<file path="config.mk">
export PLATFORM = sky130hd
export DESIGN_NAME = edge_detector_win_adr_gen
export DESIGN_NICKNAME = d
export VERILOG_FILES = /design/src/rtl/edge_detector_win_adr_gen.sv
export SDC_FILE = /design/constraint.sdc
export NUM_CORES = 1
export LEC_CHECK = 0
export CORE_ASPECT_RATIO = 0.8
export CORE_MARGIN = 5
export CORE_UTILIZATION = 58
export CTS_BUF_LIST = sky130_fd_sc_hd__clkbuf_8
export CTS_CLUSTER_DIAMETER = 80
export DETAILED_ROUTE_END_ITERATION = 10
export PLACE_DENSITY = 0.81
export SLEW_MARGIN = 20
export SYNTH_ARGS = -nofsm -noshare
export SYNTH_HDL_FRONTEND = slang
export SYNTH_SLANG_ARGS = --single-unit
</file>
<file path="constraint.sdc">
create_clock -name clk_i -period 18.49 [get_ports clk_i]
set_input_delay 2.7735 -clock clk_i [delete_from_list [all_inputs] [get_ports clk_i]]
set_output_delay 2.7735 -clock clk_i [all_outputs]
set_load 0.01 [all_outputs]
</file>
<file path="src/rtl/edge_detector_win_adr_gen.sv">
// Kernel-window read address generator: walks every window centre of a row-major image and
// streams the KSIZE*KSIZE neighbour addresses per centre over a valid/ready handshake.
module edge_detector_win_adr_gen #(
   parameter int unsigned X_SIZE = 100,
   parameter int unsigned Y_SIZE = 100,
   parameter int unsigned KSIZE  = 3,
   localparam int unsigned ADR_BITS = $clog2(X_SIZE * Y_SIZE),
   localparam int unsigned KI_BITS  = $clog2(KSIZE * KSIZE),
   localparam int unsigned X_BITS   = $clog2(X_SIZE),
   localparam int unsigned Y_BITS   = $clog2(Y_SIZE)
) (
   input  logic                clk_i,
   input  logic                rst_n_i,
   input  logic                Start_i,
   input  logic                Mode_i,
   input  logic                Abort_i,
   input  logic                AdrReady_i,
   output logic                AdrValid_o,
   output logic [ADR_BITS-1:0] MemImgAdr_o,
   output logic [KI_BITS-1:0]  KerIdx_o,
   output logic                WinLast_o,
   output logic                FrameLast_o,
   output logic [X_BITS-1:0]   CtrX_o,
   output logic [Y_BITS-1:0]   CtrY_o,
   output logic                Busy_o,
   output logic                Done_o
);

   localparam int unsigned R      = (KSIZE - 1) / 2;
   localparam int unsigned K_BITS = $clog2(KSIZE);

   localparam logic [K_BITS-1:0]   K_LAST     = K_BITS'(KSIZE - 1);
   localparam logic [X_BITS-1:0]   X_R        = X_BITS'(R);
   localparam logic [Y_BITS-1:0]   Y_R        = Y_BITS'(R);
   localparam logic [X_BITS-1:0]   X_HI_CLAMP = X_BITS'(X_SIZE - 1);
   localparam logic [Y_BITS-1:0]   Y_HI_CLAMP = Y_BITS'(Y_SIZE - 1);
   localparam logic [X_BITS-1:0]   X_HI_SKIP  = X_BITS'(X_SIZE - 1 - R);
   localparam logic [Y_BITS-1:0]   Y_HI_SKIP  = Y_BITS'(Y_SIZE - 1 - R);
   localparam logic [X_BITS:0]     X_OFS      = (X_BITS + 1)'(R);
   localparam logic [Y_BITS:0]     Y_OFS      = (Y_BITS + 1)'(R);
   localparam logic [X_BITS:0]     X_MAX      = (X_BITS + 1)'(X_SIZE - 1);
   localparam logic [Y_BITS:0]     Y_MAX      = (Y_BITS + 1)'(Y_SIZE - 1);
   localparam logic [ADR_BITS-1:0] Y_STRIDE   = ADR_BITS'(Y_SIZE);
   localparam logic [KI_BITS-1:0]  K_STRIDE   = KI_BITS'(KSIZE);

   typedef enum logic [1:0] {StIdle, StRun, StDone} state_e;

   state_e            state_q, state_d;
   logic              mode_q, mode_d;
   logic [X_BITS-1:0] cx_q, cx_d;
   logic [Y_BITS-1:0] cy_q, cy_d;
   logic [K_BITS-1:0] kx_q, kx_d, ky_q, ky_d;

   logic [X_BITS-1:0] cx_hi;
   logic [Y_BITS-1:0] cy_lo, cy_hi;
   logic              last_kx, last_ky, last_cx, last_cy, win_last, frame_last, run;

   assign cx_hi      = mode_q ? X_HI_CLAMP : X_HI_SKIP;
   assign cy_lo      = mode_q ? '0 : Y_R;
   assign cy_hi      = mode_q ? Y_HI_CLAMP : Y_HI_SKIP;
   assign last_kx    = (kx_q == K_LAST);
   assign last_ky    = (ky_q == K_LAST);
   assign last_cx    = (cx_q == cx_hi);
   assign last_cy    = (cy_q == cy_hi);
   assign win_last   = last_kx & last_ky;
   assign frame_last = win_last & last_cx & last_cy;
   assign run        = (state_q == StRun);

   always_ff @(posedge clk_i or negedge rst_n_i) begin
      if (!rst_n_i) begin
         state_q <= StIdle;
         mode_q  <= 1'b0;
         cx_q    <= '0;
         cy_q    <= '0;
         kx_q    <= '0;
         ky_q    <= '0;
      end else begin
         state_q <= state_d;
         mode_q  <= mode_d;
         cx_q    <= cx_d;
         cy_q    <= cy_d;
         kx_q    <= kx_d;
         ky_q    <= ky_d;
      end
   end

   always_comb begin
      state_d = state_q;
      mode_d  = mode_q;
      cx_d    = cx_q;
      cy_d    = cy_q;
      kx_d    = kx_q;
      ky_d    = ky_q;
      unique case (state_q)
         StIdle: begin
            if (Start_i && !Abort_i) begin
               state_d = StRun;
               mode_d  = Mode_i;
               cx_d    = Mode_i ? '0 : X_R;
               cy_d    = Mode_i ? '0 : Y_R;
               kx_d    = '0;
               ky_d    = '0;
            end
         end
         StRun: begin
            // Abort wins over a simultaneous final transfer: no Done for an aborted frame.
            if (Abort_i) begin
               state_d = StIdle;
            end else if (AdrReady_i) begin
               if (frame_last) state_d = StDone;
               if (last_ky) begin
                  ky_d = '0;
                  if (last_kx) begin
                     kx_d = '0;
                     if (last_cy) begin
                        cy_d = cy_lo;
                        cx_d = cx_q + 1'b1;
                     end else begin
                        cy_d = cy_q + 1'b1;
                     end
                  end else begin
                     kx_d = kx_q + 1'b1;
                  end
               end else begin
                  ky_d = ky_q + 1'b1;
               end
            end
         end
         StDone:  state_d = StIdle;
         default: state_d = StIdle;
      endcase
   end

   logic [X_BITS:0]       sx, sx_ofs;
   logic [Y_BITS:0]       sy, sy_ofs;
   logic [X_BITS-1:0]     nx;
   logic [Y_BITS-1:0]     ny;
   logic [ADR_BITS-1:0]   adr;
   logic [KI_BITS-1:0]    ker;

   // Neighbour coordinate = centre + k - R, clamped per axis (a no-op for interior centres).
   always_comb begin
      sx     = {1'b0, cx_q} + (X_BITS + 1)'(kx_q);
      sy     = {1'b0, cy_q} + (Y_BITS + 1)'(ky_q);
      sx_ofs = sx - X_OFS;
      sy_ofs = sy - Y_OFS;
      if (sx < X_OFS)       nx = '0;
      else if (sx_ofs > X_MAX) nx = X_MAX[X_BITS-1:0];
      else                  nx = sx_ofs[X_BITS-1:0];
      if (sy < Y_OFS)       ny = '0;
      else if (sy_ofs > Y_MAX) ny = Y_MAX[Y_BITS-1:0];
      else                  ny = sy_ofs[Y_BITS-1:0];
      adr = ADR_BITS'(nx) * Y_STRIDE + ADR_BITS'(ny);
      ker = KI_BITS'(kx_q) * K_STRIDE + KI_BITS'(ky_q);
   end

   assign AdrValid_o  = run;
   assign Busy_o      = run;
   assign Done_o      = (state_q == StDone);
   assign MemImgAdr_o = run ? adr : '0;
   assign KerIdx_o    = run ? ker : '0;
   assign WinLast_o   = run & win_last;
   assign FrameLast_o = run & frame_last;
   assign CtrX_o      = run ? cx_q : '0;
   assign CtrY_o      = run ? cy_q : '0;

endmodule

</file>
==> qor.yml <==
worst_setup_path:
  start_kind: "flop"
  arrival_ps: 6940
  cp_slowest_cell: "or4b_4"
  cp_max_fo: 9
  required_ps: 15720
  ff2ff_setup_slack_ps: 15920
  path_common_cell: "ha_1"
  rr_worst_depth: 8
  crit_type: "reg -> out"
  worstPathCellList: "ha_1, inv_1, fa_1, or4b_4, mux2i_4, o21ai_1, nand4_1, o31ai_1, nor3_1, ha_1, ha_1, fa_1, ha_1, o21ai_0, o21ai_0, a31o_2, a2111oi_0, o211ai_1, nand2_1, clkdlybuf4s50_1"
  cp-end-kind: "primary output"
  cp_slowest_stage_delay_ps: 580
route:
  drt_iter0_drc: 159
  vias: 3358
  detail_route.vias_per_cell: 6.09
  wire_per_inst_um: 16.1
  route.detailed.drc: 0
  firstDrtPassIters: 5
  wl_met3_um: 383
  drt_wl_total_um: 8890
  top_layer_used: "met4"
  dr_wl_met2_um: 3880
  antenna_left: 0
  met1_length_um: 4570
global_routing:
  grt_pass1_vias: 3313
  grt_start_max_net_pins: 26
  grt_pass1_wl_um: 15600
  grt_usage_pct: 23.9
  grt_antenna_before_repair: 0
  grt-ovfl-total: 0
placed_design:
  hpwl_um: 6930
  portBuffers: 42
  gp_congestion: 0.912
logic_synthesis:
  synthArstFlopShare_pct: 100
  synth_cell_type_count: 78
  synth-edff-count: 0
  ys_seq_elements: 21
  ys_seq_area_share_pct: 14.8
  synth-main-ff-cell: "dfrtp_1"
  syn-num-nets: 503
  netlist_instances: 445
  syn-mean-instance-area_sq_um: 8.00
  syn_area_sq_mm: 0.00356
  yosys_warnings: 0
final_layout:
  drive_gt1_share_pct: 6.38
  final_common_cell: "nor2_1"
  final_net_count: 529
  multi_input_area_sq_mm: 0.00283
  layout_common_cells: "47 x nor2_1, 45 x ha_1, 41 x clkdlybuf4s50_1, 24 x inv_1, 24 x o21ai_0"
  seqCellArea_sq_um: 526
  antenna_cells: 0
  nFillCells: 503
  area_growth_pct: 12.8
hold_path:
  min_path_type: "reg -> reg"
  whs_path_depth: 1
job:
  cap_violations: 0
sta:
  relSlewSlack_pct: 54.5
  fin_setup_tns_ps: 0
  period_share_pct: 52.5
  timing.final.max_slew_violations: 0
  rsz0062_at_grt: "false"
  skew_ps: 5.63
  setup_viol: 0
  layout_min_cycle_time_ps: 9710
  finalHoldViolCount: 0
  worst_pin_slew_ps: 681
  max_freq_mhz: 103
clock_tree:
  ctsResizeCount: 0
  clk_latency_ps: 270
  clock-sinks: 21
  htreeDepth: 1
  tritoncts: "done"
  clkTransAtPathRegs_ps: 80
  cts_buffers: 3
  cts_hold_buffers: 0
  clockRootBuffer: "clkbuf_8"
  cts_buffer_depth: 2
  postCtsSetupBuffers: 0
die:
  rows: 25
  initial_utilization_pct: 59.9
  core_sq_mm: 0.00594
  boundaryPins: 43
  die_area_sq_mm: 0.00782
  die_x_um: 97.6
  die_y_um: 80.1
outcome:
  status: "finished clean"
-- worst paths after layout --
path	endpoint	start
max	MemImgAdr_o[13]	kx_q[0]
min	state_q[1]	state_q[1]
max reg2reg	cx_q[6]	kx_q[0]
min reg2reg	state_q[1]	state_q[1]
max in group asynchronous	cx_q[1]	rst_n_i
min in group asynchronous	state_q[1]	rst_n_i
-- state kept, by name (all words and copies together) (netlist names) --
signal   count
mode_q       1
state_q      2
cy_q         7
kx_q         2
ky_q         2
cx_q         7
-- synth_stat cells (3+ instances only) --
| cell type | n | share of area, % |
|---|---|---|
| a2111oi_0 | 3 | 0.74 |
| a211oi_1 | 3 | 0.63 |
| a21o_1 | 7 | 1.5 |
| a21oi_1 | 19 | 2.7 |
| a22o_1 | 3 | 0.74 |
| a31oi_1 | 4 | 0.70 |
| and2_1 | 13 | 2.3 |
| and3_1 | 3 | 0.53 |
| buf_2 | 6 | 0.84 |
| buf_6 | 3 | 0.95 |
| clkbuf_1 | 11 | 1.2 |
| dfrtp_1 | 21 | 15 |
| fa_1 | 7 | 3.9 |
| ha_1 | 45 | 16 |
| inv_1 | 24 | 2.5 |
| mux2_2 | 3 | 0.95 |
| mux2i_1 | 3 | 0.84 |
| nand2_1 | 19 | 2.0 |
| nand2b_1 | 9 | 1.6 |
| nand3_1 | 14 | 2.0 |
| nand3b_1 | 3 | 0.63 |
| nand4_1 | 5 | 0.88 |
| nor2_1 | 47 | 5.0 |
| nor2b_1 | 7 | 1.2 |
| nor3_1 | 20 | 2.8 |
| nor4_1 | 4 | 0.70 |
| o211ai_1 | 3 | 0.63 |
| o21a_1 | 10 | 2.1 |
| o21ai_0 | 24 | 3.4 |
| o21ai_1 | 6 | 0.84 |
| o22ai_1 | 3 | 0.53 |
| o31ai_1 | 8 | 1.7 |
| or2_2 | 5 | 0.88 |
| or3_1 | 7 | 1.2 |
| xnor2_1 | 11 | 2.7 |
| xor2_1 | 11 | 2.7 |
-- per-layer routing --
layer	GRT usage, %	vias up
li1	-	1678
met1	34.4	1584
met2	39.2	90
met3	3.65	6
met4	2.49	0
met5	0	-
-- kinds of logic (layout without fill, tap and decap cells) --
logic type	count (synthesis)	after routing	synth area share, %
compound gates	116	116	22.6
xor+xnor	24	24	6.68
fa+ha+maj	52	52	19.7
buf+inv	47	72	5.90
flops	21	21	14.8
mux	7	7	2.42
simple gates	178	178	27.9
-- worst max-delay path, delay by kind of cell, from the launching register on --
| family | cells | cell delay [ps] |
|---|---|---|
| simple gates | 4 | 1330 |
| buf+inv | 2 | 600 |
| flops | 1 | 510 |
| mux | 1 | 200 |
| fa+ha+maj | 6 | 2320 |
| compound gates | 7 | 1720 |
-- per-stage QoR --
| stage | setup slack (ps) | instances | utilization (%) | instance area, sq um | hold WS, ps |
|---|---|---|---|---|---|
| after floorplan | 10360 | 445 | - | 3560 | 429 |
| after global placement | 9310 | 547 | 66.9 | 3970 | 469 |
| after detailed placement | 9200 | 547 | 66.9 | 3970 | 465 |
| after CTS | 8890 | 551 | 67.6 | 4020 | 479 |
| after global routing | 8380 | 551 | 67.6 | 4020 | 528 |
| final | 8780 | 551 | 67.6 | 4020 | 480 |
-- cell type report --
class | instances | area share (%)
Tap cell | 81 | 2.52
Clock inverter | 1 | 0.125
Timing Repair Buffer | 43 | 10.5
Clock buffer | 3 | 1.03
Sequential cell | 21 | 13.1
Inverter | 25 | 2.34
Multi-Input combinational cell | 377 | 70.4
Power is left out: the tool's default activity adds up to more than one toggle a clock period on the data nets, which glitch-free logic cannot reach.
